[config.mk]
export PLATFORM = sky130hd
export DESIGN_NAME = plot_rect_engine
export DESIGN_NICKNAME = d
export VERILOG_FILES = /design/src/rtl/plot_rect_engine.sv
export SDC_FILE = /design/constraint.sdc
export NUM_CORES = 1
export LEC_CHECK = 0
export ABC_AREA = 1
export BUFFER_PORTS_ARGS = -buffer_cell sky130_fd_sc_hd__buf_2
export CAP_MARGIN = 15
export CORE_MARGIN = 8
export CORE_UTILIZATION = 62
export DETAILED_ROUTE_END_ITERATION = 8
export GPL_ROUTABILITY_DRIVEN = 1
export PLACE_DENSITY_LB_ADDON = 0.2
export SKIP_CTS_REPAIR_TIMING = 1
export SLEW_MARGIN = 20
export SYNTH_ARGS = -nofsm -noshare
export SYNTH_HDL_FRONTEND = slang
export SYNTH_SLANG_ARGS = --single-unit
[constraint.sdc]
create_clock -name clk_i -period 5.75 [get_ports clk_i]
set_clock_uncertainty 0.2 [all_clocks]
set_input_delay 1.4375 -clock clk_i [delete_from_list [all_inputs] [get_ports clk_i]]
set_output_delay 1.4375 -clock clk_i [all_outputs]
set_load 0.01 [all_outputs]
[src/rtl/plot_rect_engine.sv]
// Rectangle rasteriser: walks a clipped fill, outline or full-screen clear
// region in raster order and emits one pixel per plot/ready handshake.
module plot_rect_engine #(
  parameter int X_W     = 8,
  parameter int Y_W     = 8,
  parameter int COLOR_W = 3,
  parameter int X_MAX   = 159,
  parameter int Y_MAX   = 119
) (
  input  logic               clk_i,
  input  logic               reset_ni,
  input  logic               start_i,
  input  logic [1:0]         mode_i,
  input  logic [X_W-1:0]     x0_i,
  input  logic [X_W-1:0]     x1_i,
  input  logic [Y_W-1:0]     y0_i,
  input  logic [Y_W-1:0]     y1_i,
  input  logic [COLOR_W-1:0] color_in_i,
  input  logic               ready_i,
  input  logic               abort_i,
  output logic [X_W-1:0]     x_o,
  output logic [Y_W-1:0]     y_o,
  output logic [COLOR_W-1:0] color_draw_o,
  output logic               plot_o,
  output logic               busy_o,
  output logic               done_o
);

  localparam logic [X_W-1:0] XMAX_C       = X_W'(X_MAX);
  localparam logic [Y_W-1:0] YMAX_C       = Y_W'(Y_MAX);
  localparam logic [1:0]     MODE_OUTLINE = 2'b01;
  localparam logic [1:0]     MODE_CLEAR   = 2'b10;
  localparam logic [1:0]     MODE_RSVD    = 2'b11;

  typedef enum logic [1:0] {S_IDLE, S_DRAW, S_DONE} state_t;

  state_t             state_q;
  logic [X_W-1:0]     x_q, xmin_q, xmax_q;
  logic [Y_W-1:0]     y_q, ymin_q, ymax_q;
  logic [COLOR_W-1:0] color_q;
  logic               outline_q, plot_q, busy_q, done_q;

  logic [X_W-1:0]     xmin_d, xmax_d;
  logic [Y_W-1:0]     ymin_d, ymax_d;
  logic [COLOR_W-1:0] color_d;
  logic               empty_d;

  // Sorted and clipped bounds of the requested primitive.
  always_comb begin
    xmin_d  = (x0_i < x1_i) ? x0_i : x1_i;
    xmax_d  = (x0_i < x1_i) ? x1_i : x0_i;
    ymin_d  = (y0_i < y1_i) ? y0_i : y1_i;
    ymax_d  = (y0_i < y1_i) ? y1_i : y0_i;
    color_d = color_in_i;
    empty_d = (xmin_d > XMAX_C) || (ymin_d > YMAX_C);
    if (xmax_d > XMAX_C) xmax_d = XMAX_C;
    if (ymax_d > YMAX_C) ymax_d = YMAX_C;
    if (mode_i == MODE_CLEAR) begin
      xmin_d  = '0;
      xmax_d  = XMAX_C;
      ymin_d  = '0;
      ymax_d  = YMAX_C;
      color_d = '0;
      empty_d = 1'b0;
    end
  end

  logic x_at_max, y_at_max, skip_interior;
  assign x_at_max      = (x_q == xmax_q);
  assign y_at_max      = (y_q == ymax_q);
  assign skip_interior = outline_q && (x_q == xmin_q) && (y_q != ymin_q) && !y_at_max;

  always_ff @(posedge clk_i) begin
    if (!reset_ni) begin
      state_q   <= S_IDLE;
      x_q       <= '0;
      y_q       <= '0;
      xmin_q    <= '0;
      xmax_q    <= '0;
      ymin_q    <= '0;
      ymax_q    <= '0;
      color_q   <= '0;
      outline_q <= 1'b0;
      plot_q    <= 1'b0;
      busy_q    <= 1'b0;
      done_q    <= 1'b0;
    end else begin
      done_q <= 1'b0;
      case (state_q)
        S_IDLE: begin
          if (!abort_i && start_i && (mode_i != MODE_RSVD)) begin
            xmin_q    <= xmin_d;
            xmax_q    <= xmax_d;
            ymin_q    <= ymin_d;
            ymax_q    <= ymax_d;
            outline_q <= (mode_i == MODE_OUTLINE);
            if (empty_d) begin
              state_q <= S_DONE;
              done_q  <= 1'b1;
            end else begin
              state_q <= S_DRAW;
              x_q     <= xmin_d;
              y_q     <= ymin_d;
              color_q <= color_d;
              plot_q  <= 1'b1;
              busy_q  <= 1'b1;
            end
          end
        end
        S_DRAW: begin
          if (abort_i) begin
            state_q <= S_IDLE;
            plot_q  <= 1'b0;
            busy_q  <= 1'b0;
          end else if (ready_i) begin
            if (x_at_max && y_at_max) begin
              state_q <= S_DONE;
              plot_q  <= 1'b0;
              busy_q  <= 1'b0;
              done_q  <= 1'b1;
            end else if (x_at_max) begin
              x_q <= xmin_q;
              y_q <= y_q + 1'b1;
            end else if (skip_interior) begin
              x_q <= xmax_q;
            end else begin
              x_q <= x_q + 1'b1;
            end
          end
        end
        S_DONE:  state_q <= S_IDLE;
        default: state_q <= S_IDLE;
      endcase
    end
  end

  assign x_o          = x_q;
  assign y_o          = y_q;
  assign color_draw_o = color_q;
  assign plot_o       = plot_q;
  assign busy_o       = busy_q;
  assign done_o       = done_q;

endmodule

==> load_flow_metrics.sql, run 1 <==
INSERT INTO impl_metrics (metric_group, metric, value, unit) VALUES
('sta', 'max_slew_margin', '0.466', ''),
('cts', 'tritoncts_num_sinks', '56', ''),
('synth', 'synthTopCellsByArea', 'dfxtp_1 (27%), nand2_1 (11%), inv_1 (7.4%)', ''),
('synth', 'synthSimpleGateAreaFrac', '0.332', ''),
('cts', 'clock_tree.buffer_depth', '2', ''),
('sta', 'min_period', '3.79', 'ns'),
('finish', 'nNetsFinal', '748', ''),
('setup_path', 'worst_setup_path_end_kind', 'flop', ''),
('route', 'postRouteAntennaNets', '0', ''),
('sta', 'rsz0062_at_grt', 'no', ''),
('sta', 'timing.final.setup_violations', '0', ''),
('power', 'internal-power', '0.679', 'mW'),
('synth', 'synth_seq_cells', '56', ''),
('finish', 'insertedDiodeCount', '0', ''),
('synth', 'muxShareOfSynthArea', '0', ''),
('cts', 'clock_tree.root_cell', 'clkbuf_8', ''),
('sta', 'timing.final.hold_violations', '0', ''),
('synth', 'seq_area_frac_synth', '0.265', ''),
('setup_path', 'critPathArrivalTime', '3.85', 'ns'),
('synth', 'synth_warnings', '0', ''),
('synth', 'post_synthesis_share_of_cell_area_spent_on_full_adders_half_adders_and_majority_gates', '0.0474', ''),
('global_route', 'number_of_global_route_vias_before_repair', '4032', ''),
('power', 'clock_power_share', '0.199', ''),
('route', 'drt_pre_antenna_iters', '5', ''),
('finish', 'layout.area.seq', '1120', 'µm²'),
('cts', 'tritoncts.num_buffers', '5', ''),
('power', 'swShare', '0.404', ''),
('cts', 'clk_transition_reported_paths', '0.10', 'ns'),
('synth', 'ys_async_sr_fraction', '0', ''),
('worst_hold_path', 'worstHoldEndpoint', 'color_draw_o[0]', ''),
('setup_path', 'cp.required', '5.81', 'ns'),
('setup_path', 'reg2regPathDepth', '9', ''),
('run_status', 'status', 'finished clean', ''),
('synth', 'main_combinational_cell_family_by_area_after_synthesis', 'simple AND/OR/NAND/NOR gates', ''),
('power', 'pleak', '2.32', 'nW'),
('sta', 'achievable-frequency', '264', 'MHz'),
('route', 'drt-initial-drc-count', '298', ''),
('sta', 'number_of_pins_exceeding_their_max_slew_limit_in_the_final_report', '0', ''),
('synth', 'syn-instance-count', '648', ''),
('synth', 'count_leader_synth', 'nand2_1', ''),
('global_route', 'largest_net_degree_at_the_start_of_global_routing', '44', ''),
('cts', 'tritoncts', 'built', ''),
('global_route', 'first_pass_grt_wire_length', '18400', 'µm'),
('placed_design', 'gp_congestion', '0.886', ''),
('synth', 'ys_dominant_reg_cell', 'dfxtp_1', ''),
('die', 'boundaryPins', '64', ''),
('power', 'p_comb_frac', '0.390', ''),
('placed_design', 'buffer_ports.inserted', '63', ''),
('route', 'drt_wl_total', '10800', 'µm'),
('global_route', 'antenna_found_initial', '0', ''),
('finish', 'area.growth.synth_to_final', '8.77', '%'),
('synth', 'synthesis.area', '4230', 'µm²'),
('synth', 'synthXorXnorAreaFrac', '0.0601', ''),
('synth', 'number_of_distinct_library_cell_variants_in_the_gate_level_netlist_after_synthesis', '43', ''),
('synth', 'fraction_of_the_mapped_netlist_area_in_compound_gates', '0.176', ''),
('synth', 'synth_nets', '706', ''),
('route', 'route.detailed.drc', '0', ''),
('route', 'via_per_inst', '5.59', ''),
('job', 'drv.max_cap_violation_count', '0', ''),
('sta', 'postLayoutSetupSlackWorst', '1.96', 'ns'),
('route', 'routed_wl_per_cell', '14.0', 'µm'),
('sta', 'tightestPinTransition', '0.797', 'ns'),
('finish', 'area_used_by_multi_input_combinational_logic', '2600', 'µm²'),
('synth', 'post_synth_most_frequent_cells', 'nand2_1 (128), inv_1 (83), a21oi_1 (59), nor2_1 (57), dfxtp_1 (56)', ''),
('die', 'rows', '30', ''),
('die', 'fp.dieArea', '9710', 'µm²'),
('die', 'die_y', '98.6', 'µm'),
('setup_path', 'start_kind', 'input port', ''),
('setup_path', 'setup.worst_path.class', 'input port to flop', ''),
('finish', 'fill_cells', '612', ''),
('synth', 'synth.largest_area_cell', 'dfxtp_1', '');
## power groups by stage
stage / registers, mW / clock network, mW / logic, mW
2_1_floorplan: 0.469 / 0 / 0.345
3_3_place_gp: 0.474 / 0 / 0.429
3_5_place_dp: 0.475 / 0 / 0.438
4_1_cts: 0.467 / 0.230 / 0.441
5_1_grt: 0.472 / 0.244 / 0.503
6_report: 0.468 / 0.226 / 0.445
## cells by family (layout without fill, tap and decap cells)
logic type                 after synthesis  in the layout
and+or+nand+nor                        290            290
buffers and inverters                  123            166
adders and majority gates               16             16
xor gates and xnor gates                29             29
AOI/OAI and AO/OA                      134            134
DFF                                     56             56
## sequential cells by signal, indices dropped and copies added, names as in the netlist
register	count
state_q	2
outline_q	1
y_o	8
color_draw_o	3
xmin_q	8
ymax_q	8
x_o	8
xmax_q	8
ymin_q	8
done_o	1
busy_o	1
## routing by layer
metal	part of all wire	GRT usage
met5	0	0
met4	0.010	0.0685
met1	0.48	0.303
met2	0.44	0.345
met3	0.068	0.0430
## through the flow
step | area (µm²) | hold WS (ns) | power (mW) | util | cells
2_1_floorplan | 4230 | 0.237 | 0.814 | - | 648
3_3_place_gp | 4500 | 0.249 | 0.903 | 0.674 | 763
3_5_place_dp | 4500 | 0.255 | 0.914 | 0.674 | 763
4_1_cts | 4600 | 0.270 | 1.14 | 0.688 | 771
5_1_grt | 4600 | 0.288 | 1.22 | 0.688 | 771
6_report | 4600 | 0.270 | 1.14 | 0.688 | 771
## cell usage in the layout (no fill, tap or decap), types with 2 or more instances in the layout
master,instances
nand3b_1,4
nand3_4,4
nand3_2,2
a21oi_2,3
clkbuf_8,6
nor2_2,7
inv_2,9
a21oi_1,59
nand2_2,11
nand2_1,128
inv_1,83
buf_4,2
nor3_2,2
o21ai_0,52
dfxtp_1,56
ha_1,16
buf_2,63
nand3_1,35
xor2_1,18
nor3_1,8
o21ai_1,2
a211oi_1,10
nor2_1,56
xnor2_1,11
o211ai_1,4
nand2_4,2
nand4_1,23
## layout make-up
| class | count | share of cell area |
|---|---|---|
| clock inverter | 1 | 0.00163 |
| multi-input combinational | 469 | 0.566 |
| sequential | 56 | 0.244 |
| inverter | 93 | 0.0760 |
| clock buffer | 7 | 0.0188 |
| timing repair buffer | 65 | 0.0719 |
| tap | 80 | 0.0218 |
## worst max-delay path: stages
cell,delay (ns)
buf_2,0.12
inv_1,0.05
ha_1,0.28
nand2_1,0.07
nor2_1,0.20
nor3_4,0.06
nand2_2,0.38
nand2_1,0.13
nand2_1,0.09
nand2_1,0.06
nand2_2,0.08
nand3_4,0.10
nand3_4,0.21
nand3_4,0.24
nand2_1,0.14
nand2_1,0.08
nor2_2,0.10
## worst max-delay path by stage
stage               startpoint     end  slack [ns]  cells past startpoint
global placement       x1_i[7]  y_o[1]        1.79                     16
finish                 x1_i[7]  y_o[1]        1.96                     17
global route           x1_i[7]  y_o[1]        1.69                     17
CTS                    x1_i[7]  y_o[1]        1.97                     17
detailed placement     x1_i[7]  y_o[1]        1.68                     17
floorplan              x1_i[5]  y_o[1]        2.33                     16
Power figures use the tool's default switching activity.
==> inputs of run 2 (changes only) <==
- CORE_UTILIZATION: 62 -> 58
- clock period: 5.75 -> 3.65 ns (I/O delays scaled with it)
==> run 2 against run 1 <==
- count of clock-buffer cells in the layout shrank 1
- first-iteration DRC count shrank 2.0%
- die area grew 5.8%
- routed wire length grew 1.3%
- register-to-register slack lost 1.8 ns
- sequential cell count is the same
- global-route usage shrank 1.0 points
- highest routed layer unchanged
==> load_flow_metrics.sql, run 2 (synthesis results as in run 1) <==
INSERT INTO impl_metrics (metric_group, metric, value, unit) VALUES
('sta', 'tightestPinTransition', '1.02', 'ns'),
('power', 'max-vdd-ir-drop', '0.000166', 'V'),
('setup_path', 'worst_setup_path_end_kind', 'flop', ''),
('setup_path', 'cp_max_fo', '18', ''),
('power', 'sequentialPowerShare', '0.405', ''),
('sta', 'timing.final.setup_violations', '0', ''),
('placed_design', 'buffer_ports.inserted', '63', ''),
('route', 'routed-via-count', '4232', ''),
('finish', 'layout.cells.non_filler', '794', ''),
('setup_path', 'cp.required', '3.68', 'ns'),
('setup_path', 'reg2regPathDepth', '12', ''),
('setup_path', 'setup.worst_path.class', 'input port to flop', ''),
('job', 'drv.max_cap_violation_count', '0', ''),
('global_route', 'number_of_global_route_vias_before_repair', '3761', ''),
('route', 'routed_wl_per_cell', '13.8', 'µm'),
('route', 'route.detailed.drc', '0', ''),
('power', 'pleak', '2.35', 'nW'),
('die', 'rows', '31', ''),
('die', 'coreArea', '7140', 'µm²'),
('cts', 'clk_transition_reported_paths', '0.11', 'ns'),
('finish', 'fill_cells', '693', ''),
('finish', 'layout.area.seq', '1120', 'µm²'),
('sta', 'number_of_pins_exceeding_their_max_slew_limit_in_the_final_report', '0', ''),
('finish', 'area_used_by_multi_input_combinational_logic', '2600', 'µm²'),
('route', 'drt_pre_antenna_iters', '5', ''),
('placed_design', 'hpwlAfterDp', '8430', 'µm'),
('power', 'power_density', '391', 'nW/µm²'),
('global_route', 'first_pass_grt_wire_length', '17800', 'µm'),
('global_route', 'largest_net_degree_at_the_start_of_global_routing', '43', ''),
('finish', 'finalCoreUtilization', '0.652', ''),
('power', 'power.total', '1.82', 'mW'),
('sta', 'max_slew_margin', '0.316', ''),
('cts', 'tritoncts', 'built', ''),
('route', 'drt-initial-drc-count', '292', ''),
('die', 'boundaryPins', '64', ''),
('power', 'swShare', '0.409', ''),
('finish', 'layout.cells.most_common', 'nand2_1', ''),
('route', 'drt_wl_total', '11000', 'µm'),
('die', 'initial_utilization', '0.592', ''),
('finish', 'area.growth.synth_to_final', '10.1', '%'),
('route', 'postRouteAntennaNets', '0', ''),
('cts', 'tritoncts_num_sinks', '56', ''),
('die', 'die_y', '101', 'µm'),
('power', 'power_switching', '0.744', 'mW'),
('finish', 'final_cell_mix', 'nand2_1 (128), inv_1 (83), buf_2 (63)', ''),
('worst_hold_path', 'worstHoldPathCells', '2', ''),
('sta', 'fin_worst_hold_slack', '0.278', 'ns'),
('sta', 'fin_crit_sh', '0.817', ''),
('sta', 'timing.final.hold_violations', '0', ''),
('sta', 'rsz0062_at_grt', 'no', ''),
('cts', 'clock_tree.buffer_depth', '2', ''),
('finish', 'insertedDiodeCount', '0', ''),
('finish', 'nNetsFinal', '752', ''),
('cts', 'number_of_h_tree_levels', '2', ''),
('cts', 'tritoncts.num_buffers', '5', ''),
('placed_design', 'gp_congestion', '0.916', ''),
('worst_hold_path', 'min-delay-path-class', 'flop to flop', ''),
('global_route', 'globalRoute.totalOverflow', '0', ''),
('global_route', 'antenna_found_initial', '0', ''),
('die', 'die_w', '101', 'µm'),
('placed_design', 'post-place-cells', '786', ''),
('cts', 'clock_tree.root_cell', 'clkbuf_8', ''),
('sta', 'totalNegativeSetupSlack', '0', 'ns'),
('finish', 'drive_above_1_share', '0.178', ''),
('sta', 'min_period', '2.98', 'ns'),
('power', 'p_comb_frac', '0.387', ''),
('power', 'clock_power_share', '0.208', ''),
('global_route', 'grtUsageTotal', '0.213', ''),
('sta', 'achievable-frequency', '335', 'MHz'),
('setup_path', 'start_kind', 'input port', ''),
('setup_path', 'critPathArrivalTime', '3.01', 'ns'),
('die', 'fp.dieArea', '10300', 'µm²'),
('run_status', 'status', 'finished clean', ''),
('power', 'internal-power', '1.08', 'mW'),
('cts', 'clock_insertion_delay_worst_skew', '0.33', 'ns'),
('route', 'via_per_inst', '5.33', '');
==> run 2: stage by stage <==
| stage | instance area (µm²) | setup slack (ns) |
|---|---|---|
| finish | 4650 | 0.666 |
| global route | 4650 | 0.495 |
| CTS | 4650 | 0.705 |
| detailed placement | 4560 | 0.360 |
| global placement | 4560 | 0.446 |
| floorplan | 4230 | 0.752 |
==> run 2: path summary, 6_finish.rpt <==
path / from / end / slack, ns
max: x1_i[7] / y_o[0] / 0.67
min: color_draw_o[2] / color_draw_o[2] / 0.28
max reg2reg: x_o[3] / x_o[0] / 1.18
min reg2reg: color_draw_o[2] / color_draw_o[2] / 0.28
==> run 2: layout make-up <==
| type | count | area share |
|---|---|---|
| flip-flops and latches | 56 | 0.241 |
| clock inverters | 2 | 0.00296 |
| inverters | 93 | 0.0750 |
| well taps | 99 | 0.0266 |
| clock buffers | 6 | 0.0178 |
| repair buffers | 69 | 0.0775 |
| multi-input cells | 469 | 0.559 |
==> run 2: per-layer routing <==
metal,share of wire,GRT usage,vias up
li1,-,-,2199
met1,0.50,0.299,1897
met2,0.44,0.333,131
met3,0.057,0.0316,5
met4,0.0081,0.0481,0
met5,0,0,-
==> run 2: critical path, stage by stage <==
cell and delay, ns:
buf_2 0.13, inv_1 0.06, ha_1 0.29, nand2_1 0.08, nor2_1 0.22, nor3_4 0.07, nand2_2 0.18, nand2_1 0.10
nand2_1 0.07, nand2_1 0.06, nand2_2 0.08, nand3_4 0.10, nand3_4 0.21, nand3_4 0.21, nor2_1 0.17, nor2_1 0.06
==> run 2: power groups by stage <==
stage	Clock (mW)	Combinational (mW)	Sequential [mW]
6_report	0.378	0.704	0.737
3_5_place_dp	0	0.696	0.749
2_1_floorplan	0	0.543	0.739
4_1_cts	0.375	0.699	0.735
3_3_place_gp	0	0.681	0.747
5_1_grt	0.402	0.788	0.746
==> inputs of run 3 (changes only) <==
- clock period: 3.65 -> 3 ns (I/O delays scaled with it)
==> run 3 against run 2 <==
- combinational power increased by 25%
- critical path depth increased by 1
- total power increased by 22%
- global-route usage about the same
- sequential cell count unchanged
- largest cell class unchanged
==> load_flow_metrics.sql, run 3 (synthesis results as in run 1) <==
INSERT INTO impl_metrics (metric_group, metric, value, unit) VALUES
('global_route', 'grtUsageTotal', '0.213', ''),
('global_route', 'number_of_global_route_vias_before_repair', '3892', ''),
('run_status', 'status', 'finished clean', ''),
('power', 'power_density', '470', 'nW/µm²'),
('power', 'max-vdd-ir-drop', '0.000220', 'V'),
('placed_design', 'buffer_ports.inserted', '63', ''),
('global_route', 'antenna_found_initial', '0', ''),
('setup_path', 'critPathSlowestCell', 'ha_1', ''),
('setup_path', 'crit_path_cell_trace', 'buf_2 -> inv_1 -> ha_1 -> a21oi_2 -> nor2_1 -> nor3_4 -> nand2_2 -> nand2_1 -> nand2_1 -> nand2_1 -> nand2_2 -> nand3_4 -> nand3_4 -> buf_4 -> nand4_1 -> nand2_1 -> nor2_1', ''),
('die', 'initial_utilization', '0.592', ''),
('route', 'route.detailed.drc', '0', ''),
('finish', 'nNetsFinal', '758', ''),
('cts', 'number_of_h_tree_levels', '2', ''),
('setup_path', 'cp_top_family', 'simple AND/OR/NAND/NOR gates', ''),
('cts', 'tritoncts.num_buffers', '5', ''),
('sta', 'timing.final.setup_violations', '0', ''),
('setup_path', 'critPathMostFrequentCell', 'nand2_1', ''),
('setup_path', 'cp_max_fo', '8', ''),
('finish', 'postLayoutCellArea', '4710', 'µm²'),
('sta', 'number_of_pins_exceeding_their_max_slew_limit_in_the_final_report', '0', ''),
('sta', 'min_period', '2.70', 'ns'),
('sta', 'rsz0062_at_grt', 'no', ''),
('cts', 'clock_insertion_delay_worst_skew', '0.31', 'ns'),
('placed_design', 'post-place-cells', '792', ''),
('setup_path', 'cp.required', '3.04', 'ns'),
('worst_hold_path', 'min-delay-path-class', 'flop to flop', ''),
('sta', 'tightestPinTransition', '0.594', 'ns'),
('route', 'routed-via-count', '4253', ''),
('route', 'drt_pre_antenna_iters', '5', ''),
('global_route', 'largest_net_degree_at_the_start_of_global_routing', '43', ''),
('cts', 'tritoncts_num_sinks', '56', ''),
('route', 'drt-initial-drc-count', '325', ''),
('cts', 'clk_transition_reported_paths', '0.10', 'ns'),
('finish', 'layout.cells.non_filler', '800', ''),
('placed_design', 'place_area', '4610', 'µm²'),
('finish', 'insertedDiodeCount', '0', ''),
('setup_path', 'setup.worst_path.class', 'input port to flop', ''),
('route', 'via_per_inst', '5.32', ''),
('setup_path', 'cp.buffers_inverters', '3', ''),
('die', 'coreArea', '7140', 'µm²'),
('cts', 'tritoncts', 'built', ''),
('job', 'drv.max_cap_violation_count', '0', ''),
('placed_design', 'hpwlAfterDp', '8450', 'µm'),
('finish', 'area.growth.synth_to_final', '11.5', '%'),
('sta', 'fin_crit_sh', '0.900', ''),
('setup_path', 'start_kind', 'input port', ''),
('route', 'routed_wl_per_cell', '13.4', 'µm'),
('die', 'die_w', '101', 'µm'),
('global_route', 'globalRoute.totalOverflow', '0', ''),
('die', 'rows', '31', ''),
('setup_path', 'critPathArrivalTime', '2.74', 'ns'),
('sta', 'max_slew_margin', '0.604', ''),
('die', 'fp.dieArea', '10300', 'µm²'),
('route', 'postRouteAntennaNets', '0', ''),
('sta', 'achievable-frequency', '370', 'MHz'),
('sta', 'totalNegativeSetupSlack', '0', 'ns'),
('setup_path', 'worst_setup_path_end_kind', 'flop', ''),
('die', 'boundaryPins', '64', ''),
('placed_design', 'dp_slack', '-0.00222', 'ns'),
('global_route', 'first_pass_grt_wire_length', '18100', 'µm'),
('sta', 'postLayoutSetupSlackWorst', '0.300', 'ns'),
('die', 'die_y', '101', 'µm'),
('finish', 'fill_cells', '703', ''),
('power', 'pleak', '2.38', 'nW'),
('placed_design', 'gp_congestion', '0.866', ''),
('cts', 'clock_tree.root_cell', 'clkbuf_8', ''),
('finish', 'layout.cells.most_common', 'nand2_1', ''),
('route', 'drt_wl_total', '10700', 'µm'),
('finish', 'final_cell_mix', 'nand2_1 (128), inv_1 (83), buf_2 (63)', ''),
('finish', 'drive_above_1_share', '0.185', ''),
('sta', 'timing.final.hold_violations', '0', ''),
('cts', 'clock_tree.buffer_depth', '2', ''),
('setup_path', 'timing.critical_path.slowest_cell_delay', '0.26', 'ns');
run 3: cell types whose count changed in the layout (fill, tap and decap cells not counted), sizes merged:
cell,change
buf,+6
run 3: worst paths after layout:
kind | slack (ns) | endpoint | cells after the start | from
hold / removal | 0.27 | color_draw_o[0] | 2 | color_draw_o[0]
hold reg to reg | 0.27 | color_draw_o[0] | 2 | color_draw_o[0]
setup / recovery | 0.30 | x_o[2] | 17 | x1_i[5]
setup reg to reg | 0.56 | x_o[6] | 12 | x_o[3]
run 3: where the power goes:
group / total, mW / internal (mW) / switching (mW)
clock network: 0.440 / 0.189 / 0.251
logic: 0.878 / 0.331 / 0.548
registers: 0.896 / 0.810 / 0.0854
total: 2.21 / 1.33 / 0.884
run 3: metrics by stage:
step	utilization	hold WS, ns	total power, mW
2_1_floorplan	-	0.237	1.56
3_3_place_gp	0.646	0.251	1.76
3_5_place_dp	0.646	0.256	1.78
4_1_cts	0.660	0.272	2.22
5_1_grt	0.660	0.292	2.37
6_report	0.660	0.268	2.21
run 3: layout make-up:
| type | instances | area (µm²) | area share |
|---|---|---|---|
| inverters | 93 | 349 | 0.0741 |
| repair buffers | 75 | 418 | 0.0887 |
| clock inverters | 2 | 13.8 | 0.00292 |
| flip-flops and latches | 56 | 1120 | 0.238 |
| well taps | 99 | 124 | 0.0263 |
| clock buffers | 6 | 82.6 | 0.0175 |
| multi-input cells | 469 | 2600 | 0.552 |
run 3: tightest hold or removal path: stages (launching register included):
cell,delay (ns)
dfxtp_1,0.32
nand2_1,0.06
a21oi_1,0.05
run 3: per-layer routing:
metal / track usage / vias up / wire, µm / share of wire
met2: 0.342 / 124 / 4780 / 0.45
met4: 0.0470 / 0 / 80 / 0.0075
met1: 0.294 / 1908 / 5250 / 0.49
li1: - / 2215 / - / -
met5: 0 / - / 0 / 0
met3: 0.0302 / 6 / 622 / 0.058
